--- src/rtl/fabric_config_loader.sv ---
`timescale 1ns/1ps
`default_nettype none
//============================================================================
// Module   : fabric_config_loader
// Purpose  : Word-serial eFPGA bitstream loader. Assembles NUM_ROWS stream
//            words into FrameRegister and strobes one FrameSelect bit.
// Options  : `define FRAME_PARITY_EN adds a per-frame XOR check word.
// Revision : 1.0 - initial release
//============================================================================
module fabric_config_loader #(
    parameter int          NUM_ROWS       = 6,
    parameter int          NUM_COLS       = 8,
    parameter int          FRAMES_PER_COL = 36,
    parameter logic [31:0] SYNC_WORD      = 32'hFAB0_FAB1,
    parameter int          STROBE_CYCLES  = 2
) (
    input  logic                               CLK,
    input  logic                               RST,
    input  logic [31:0]                        s_data,
    input  logic                               s_valid,
    output logic                               s_ready,
    output logic [NUM_ROWS*32-1:0]             FrameRegister,
    output logic [NUM_COLS*FRAMES_PER_COL-1:0] FrameSelect,
    output logic                               busy,
    output logic                               done,
    output logic                               err
);

    localparam int c_SEL_N = NUM_COLS * FRAMES_PER_COL;
    localparam int c_SEL_W = $clog2(c_SEL_N);
    localparam int c_K_W   = $clog2(NUM_ROWS + 1);
    localparam int c_SC_W  = $clog2(STROBE_CYCLES + 1);

    typedef enum logic [2:0] {
        ST_IDLE   = 3'd0,
        ST_HDR    = 3'd1,
        ST_DATA   = 3'd2,
        ST_STROBE = 3'd3,
        ST_ERR    = 3'd4
    } state_t;

    state_t                r_state;
    logic                  r_ready;
    logic                  r_busy;
    logic                  r_done;
    logic                  r_err;
    logic [NUM_ROWS*32-1:0] r_frame_reg;
    logic [c_SEL_N-1:0]    r_frame_sel;
    logic [2:0]            r_col;
    logic [5:0]            r_frame;
    logic [7:0]            r_cnt;
    logic [c_K_W-1:0]      r_k;
    logic [c_SC_W-1:0]     r_scnt;
`ifdef FRAME_PARITY_EN
    logic [31:0]           r_par;
`endif

    logic                  w_acc;
    logic                  w_sync;
    logic                  w_hdr_bad;
    logic [c_SEL_W-1:0]    w_sel_idx;
    logic [c_SEL_N-1:0]    w_onehot;

    assign w_acc     = s_valid && r_ready;
    assign w_sync    = w_acc && (s_data == SYNC_WORD);
    assign w_hdr_bad = (int'(s_data[10:8]) >= NUM_COLS) || (int'(s_data[5:0]) >= FRAMES_PER_COL);
    assign w_sel_idx = c_SEL_W'(r_col) * c_SEL_W'(FRAMES_PER_COL) + c_SEL_W'(r_frame);

    always_comb begin
        w_onehot            = '0;
        w_onehot[w_sel_idx] = 1'b1;
    end

    always_ff @(posedge CLK or posedge RST) begin
        if (RST) begin
            r_state     <= ST_IDLE;
            r_ready     <= 1'b0;
            r_busy      <= 1'b0;
            r_done      <= 1'b0;
            r_err       <= 1'b0;
            r_frame_reg <= '0;
            r_frame_sel <= '0;
            r_col       <= '0;
            r_frame     <= '0;
            r_cnt       <= '0;
            r_k         <= '0;
            r_scnt      <= '0;
`ifdef FRAME_PARITY_EN
            r_par       <= '0;
`endif
        end else begin
            r_done <= 1'b0;
            case (r_state)
                ST_IDLE: begin
                    r_ready <= 1'b1;
                    r_busy  <= 1'b0;
                    if (w_sync) begin
                        r_state <= ST_HDR;
                        r_busy  <= 1'b1;
                    end
                end

                // The count field [23:16] overlaps the desync bit [20]; desync wins.
                ST_HDR: begin
                    if (w_acc) begin
                        if (s_data[20]) begin
                            r_state <= ST_IDLE;
                            r_busy  <= 1'b0;
                        end else if (w_hdr_bad) begin
                            r_state <= ST_ERR;
                            r_busy  <= 1'b0;
                            r_err   <= 1'b1;
                        end else begin
                            r_col   <= s_data[10:8];
                            r_frame <= s_data[5:0];
                            r_cnt   <= s_data[23:16];
                            r_k     <= '0;
`ifdef FRAME_PARITY_EN
                            r_par   <= '0;
`endif
                            r_state <= ST_DATA;
                        end
                    end
                end

                ST_DATA: begin
                    if (w_acc) begin
`ifdef FRAME_PARITY_EN
                        if (int'(r_k) == NUM_ROWS) begin
                            if (s_data == r_par) begin
                                r_state     <= ST_STROBE;
                                r_ready     <= 1'b0;
                                r_frame_sel <= w_onehot;
                                r_scnt      <= c_SC_W'(STROBE_CYCLES - 1);
                            end else begin
                                r_state <= ST_ERR;
                                r_busy  <= 1'b0;
                                r_err   <= 1'b1;
                            end
                        end else begin
                            r_frame_reg[r_k*32 +: 32] <= s_data;
                            r_par                     <= r_par ^ s_data;
                            r_k                       <= r_k + 1'b1;
                        end
`else
                        r_frame_reg[r_k*32 +: 32] <= s_data;
                        if (int'(r_k) == NUM_ROWS - 1) begin
                            r_state     <= ST_STROBE;
                            r_ready     <= 1'b0;
                            r_frame_sel <= w_onehot;
                            r_scnt      <= c_SC_W'(STROBE_CYCLES - 1);
                        end else begin
                            r_k <= r_k + 1'b1;
                        end
`endif
                    end
                end

                ST_STROBE: begin
                    if (r_scnt == '0) begin
                        r_frame_sel <= '0;
                        r_ready     <= 1'b1;
                        r_k         <= '0;
                        r_cnt       <= r_cnt - 1'b1;
`ifdef FRAME_PARITY_EN
                        r_par       <= '0;
`endif
                        if (r_cnt == 8'd0) begin
                            r_state <= ST_IDLE;
                            r_busy  <= 1'b0;
                            r_done  <= 1'b1;
                        end else if (int'(r_frame) == FRAMES_PER_COL - 1) begin
                            if (int'(r_col) == NUM_COLS - 1) begin
                                r_state <= ST_ERR;
                                r_busy  <= 1'b0;
                                r_err   <= 1'b1;
                            end else begin
                                r_col   <= r_col + 1'b1;
                                r_frame <= '0;
                                r_state <= ST_DATA;
                            end
                        end else begin
                            r_frame <= r_frame + 1'b1;
                            r_state <= ST_DATA;
                        end
                    end else begin
                        r_scnt <= r_scnt - 1'b1;
                    end
                end

                ST_ERR: begin
                    r_ready     <= 1'b1;
                    r_busy      <= 1'b0;
                    r_frame_sel <= '0;
                    if (w_sync) begin
                        r_state <= ST_HDR;
                        r_err   <= 1'b0;
                        r_busy  <= 1'b1;
                    end
                end

                default: begin
                    r_state     <= ST_IDLE;
                    r_busy      <= 1'b0;
                    r_frame_sel <= '0;
                end
            endcase
        end
    end

    assign s_ready       = r_ready;
    assign busy          = r_busy;
    assign done          = r_done;
    assign err           = r_err;
    assign FrameRegister = r_frame_reg;
    assign FrameSelect   = r_frame_sel;

endmodule
`default_nettype wire

--- config.mk ---
export PLATFORM = sky130hd
export DESIGN_NAME = fabric_config_loader
export DESIGN_NICKNAME = d
export VERILOG_FILES = /design/src/rtl/fabric_config_loader.sv
export SDC_FILE = /design/constraint.sdc
export NUM_CORES = 1
export LEC_CHECK = 0
export CAP_MARGIN = 15
export CORE_ASPECT_RATIO = 0.7
export CORE_UTILIZATION = 40
export CTS_CLUSTER_SIZE = 12
export DETAILED_ROUTE_END_ITERATION = 12
export PLACE_DENSITY = 0.74
export SLEW_MARGIN = 5
export SYNTH_ARGS = -nofsm -noshare
export SYNTH_HDL_FRONTEND = slang
export SYNTH_SLANG_ARGS = --single-unit
--- constraint.sdc ---
create_clock -name CLK -period 23.5 [get_ports CLK]
set_input_delay 4.7 -clock CLK [delete_from_list [all_inputs] [get_ports CLK]]
set_output_delay 4.7 -clock CLK [all_outputs]
set_load 0.02 [all_outputs]
==> impl_metrics.sql <==
INSERT INTO impl_metrics (metric_group, metric, value, unit) VALUES
('timing', 'maxSlewViolCount', '0', ''),
('route', 'finalWirelength', '66800', 'um'),
('synthesis', 'postSynthAreaPerCell', '11.2', 'um^2'),
('finish', 'nNetsFinal', '2313', ''),
('placement', 'numPortBuffers', '518', ''),
('synthesis', 'synth-main-ff-cell', 'dfrtp_1', ''),
('route', 'average_wire_per_cell_in_the_routed_design', '22.7', 'um'),
('finish', 'most_common_cell_after_layout_fill_and_taps_aside', 'clkdlybuf4s50_1', ''),
('clock_tree', 'post_cts_resize_count', '0', ''),
('timing', 'timing.final.setup_violations', '0', ''),
('setup_path', 'timing.critical_path.from_type', 'input port', ''),
('synthesis', 'synthesis.yosys.warnings', '0', ''),
('synthesis', 'synth_edf_count', '0', ''),
('route', 'drtIter0Drc', '1304', ''),
('grt', 'groute.layer.met3.usage', '0.0595', ''),
('synthesis', 'yosysSeqAreaShare', '0.642', ''),
('placement', 'globalplace.congestion', '0.877', ''),
('clock_tree', 'clkSinkCount', '509', ''),
('clock_tree', 'post-cts-setup-buffer-count', '0', ''),
('clock_tree', 'cts-buffers-inserted', '51', ''),
('synthesis', 'ys_types', '64', ''),
('setup_path', 'cp_data_arrival_time', '8.01', 'ns'),
('timing', 'post-route-min-period', '7.53', 'ns'),
('setup_path', 'timing.setup.critical_path_class', 'in2reg', ''),
('clock_tree', 'ctsLongestPathBuffers', '3', ''),
('clock_tree', 'tritoncts', 'yes', ''),
('route', 'vias_per_cell', '5.47', ''),
('route', 'antenna_violating_nets_post_route', '0', ''),
('timing', 'clock-skew-final', '0.0180', 'ns'),
('grt', 'gr-max-usage-layer', 'met2', ''),
('clock_tree', 'clkLatencyLatePin', '0.58', 'ns'),
('floorplan', 'die_h', '188', 'um'),
('clock_tree', 'clk_root_buffer_cell', 'clkbuf_16', ''),
('finish', 'fraction_of_final_layout_cells_sized_beyond_drive_strength_1', '0.0832', ''),
('grt', 'grt_pass1_vias', '15914', ''),
('clock_tree', 'cts.htree.levels', '2', ''),
('floorplan', 'io-pin-count', '519', ''),
('clock_tree', 'worst_setup_hold_path_clk_slew', '0.06', 'ns'),
('synthesis', 'yosys.area.top_type', 'dfrtp_1', ''),
('setup_path', 'critical_path_required', '23.98', 'ns'),
('timing', 'final_min_period_over_clock_period', '0.320', ''),
('placement', 'place.detailed.hpwl', '46000', 'um'),
('synthesis', 'synth_area', '19800', 'um^2'),
('power', 'maximum_vdd_drop', '0.0000475', 'V'),
('route', 'firstDrtPassIters', '5', ''),
('run_status', 'result_of_the_run', 'completed', ''),
('floorplan', 'initial_utilization', '0.410', ''),
('route', 'vias', '16077', ''),
('setup_path', 'endpoint_kind', 'register', ''),
('finish', 'syn_to_final_growth', '37.7', '%'),
('grt', 'grt_start_max_net_pins', '201', ''),
('synthesis', 'yosysTopAreaCellShare', '0.642', ''),
('timing', 'whs', '0.478', 'ns'),
('grt', 'grt.met1_usage', '0.364', ''),
('power', 'finalPower', '1.69', 'mW'),
('job', 'drv_cap', '0', ''),
('timing', 'achievable-frequency', '133', 'MHz'),
('grt', 'globalRouteTotalUtil', '0.264', ''),
('worst_hold_path', 'min_path_type', 'reg2reg', ''),
('power', 'power.density', '62.0', 'nW/um^2'),
('synthesis', 'mappedNetlistNets', '1827', ''),
('synthesis', 'synth-seq-cells', '509', ''),
('route', 'drt_drc', '0', ''),
('grt', 'number_of_antenna_violations_at_the_first_check_in_global_routing', '1', ''),
('synthesis', 'synth.top_cells.by_area', 'dfrtp_1 64%, nand2_1 7.7%, o21ai_0 6.5%, a22o_1 6.4%, mux2_2 3.7%', ''),
('synthesis', 'synth-async-reset-ratio', '1.00', ''),
('grt', 'grtUsageMet2', '0.412', ''),
('floorplan', 'number_of_cell_rows', '67', ''),
('power', 'power.leakage', '12.1', 'nW'),
('grt', 'first_pass_grt_wire_length', '101000', 'um'),
('timing', 'slew_headroom', '0.113', ''),
('floorplan', 'floorplan.core_area', '48400', 'um^2'),
('finish', 'flip_flop_count_of_the_largest_register_all_copies_and_words_added', '288', ''),
('synthesis', 'syn-instance-count', '1773', ''),
('clock_tree', 'cts_hold_repair.buffers', '0', ''),
('timing', 'rsz0062_at_grt', 'false', ''),
('timing', 'setup_tns', '0', 'ns'),
('setup_path', 'timing.critical_path.fanout_max', '90', ''),
('grt', 'grt_overflow_total', '0', ''),
('floorplan', 'floorplan.die.width', '268', 'um'),
('timing', 'number_of_endpoints_with_negative_hold_slack_in_the_final_report', '0', ''),
('floorplan', 'die_area', '50500', 'um^2'),
('finish', 'final_cell_mix', '518 x clkdlybuf4s50_1, 509 x dfrtp_1, 406 x nand2_1', ''),
('timing', 'timing_worst_slew_pin_value', '1.33', 'ns');
worst max-delay path, stage by stage:
cell and delay [ns]:
clkdlybuf4s50_1 0.46, nand4_1 0.29, o21ai_0 0.21, a21oi_4 0.17, buf_4 0.28, buf_4 0.75, buf_4 0.77, nand2_1 0.15
o21ai_0 0.15
area by class of cell:
class	instances	area, um^2
diodes	1	2.50
multi-input cells	1130	6640
inverters	18	75.1
clock inverters	7	121
fillers	3995	21100
flip-flops and latches	509	12700
repair buffers	549	5490
well taps	655	820
clock buffers	70	1430
through the flow:
stage,util,std cells,cell area (um^2),worst slack (ns)
CTS,0.563,2934,27200,15.32
global placement,0.531,2857,25700,14.84
finish,0.565,2939,27300,15.97
floorplan,-,1773,19800,4.59
global route,0.565,2939,27300,15.81
detailed placement,0.531,2857,25700,14.70
report_power, final:
group          leakage (nW)  internal [mW]  switching, mW
sequential             7.06          0.877  0.00000000346
combinational          4.27        0.00774         0.0283
clock                 0.755          0.443          0.337
total                  12.1           1.33          0.365
path summary, 6_finish.rpt:
path	from	to	slack (ns)	depth (start not counted)
max	s_valid	FrameSelect[205]	15.97	9
min	FrameRegister[104]	FrameRegister[104]	0.48	2
min in group asynchronous	RST	FrameRegister[2]	4.79	2
min reg2reg	FrameRegister[104]	FrameRegister[104]	0.48	2
max reg2reg	r_k[1]	FrameSelect[205]	19.78	10
max in group asynchronous	RST	FrameSelect[124]	16.87	3
metal layers:
layer,vias up,share of wire
li1,7136,-
met1,8178,0.42
met2,646,0.47
met3,117,0.076
met4,0,0.031
met5,-,0
cells in the mapped netlist (all sizes together) (7+ instances only):
cell / n
nor2: 41
nor3b: 9
and2: 7
nand3b: 8
a31oi: 8
inv: 17
ha: 18
nor3: 15
a22o: 144
a21oi: 15
clkbuf: 105
o21ai: 286
mux2: 66
nand2: 412
nand3: 13
dfrtp: 509
and3: 8
buf: 11
cell families (layout without fill, tap and decap cells):
logic type                 after synthesis  in the layout  synth area share
muxes                                   69             69            0.0390
buffers and inverters                  134            644            0.0261
adders and majority gates               19             19            0.0124
and+or+nand+nor                        547            547             0.121
AOI/OAI and AO/OA                      491            491             0.158
DFF                                    509            509             0.642
xor gates and xnor gates                 4              4           0.00177
other                                    0              1                 0
Power figures use the tool's default switching activity.
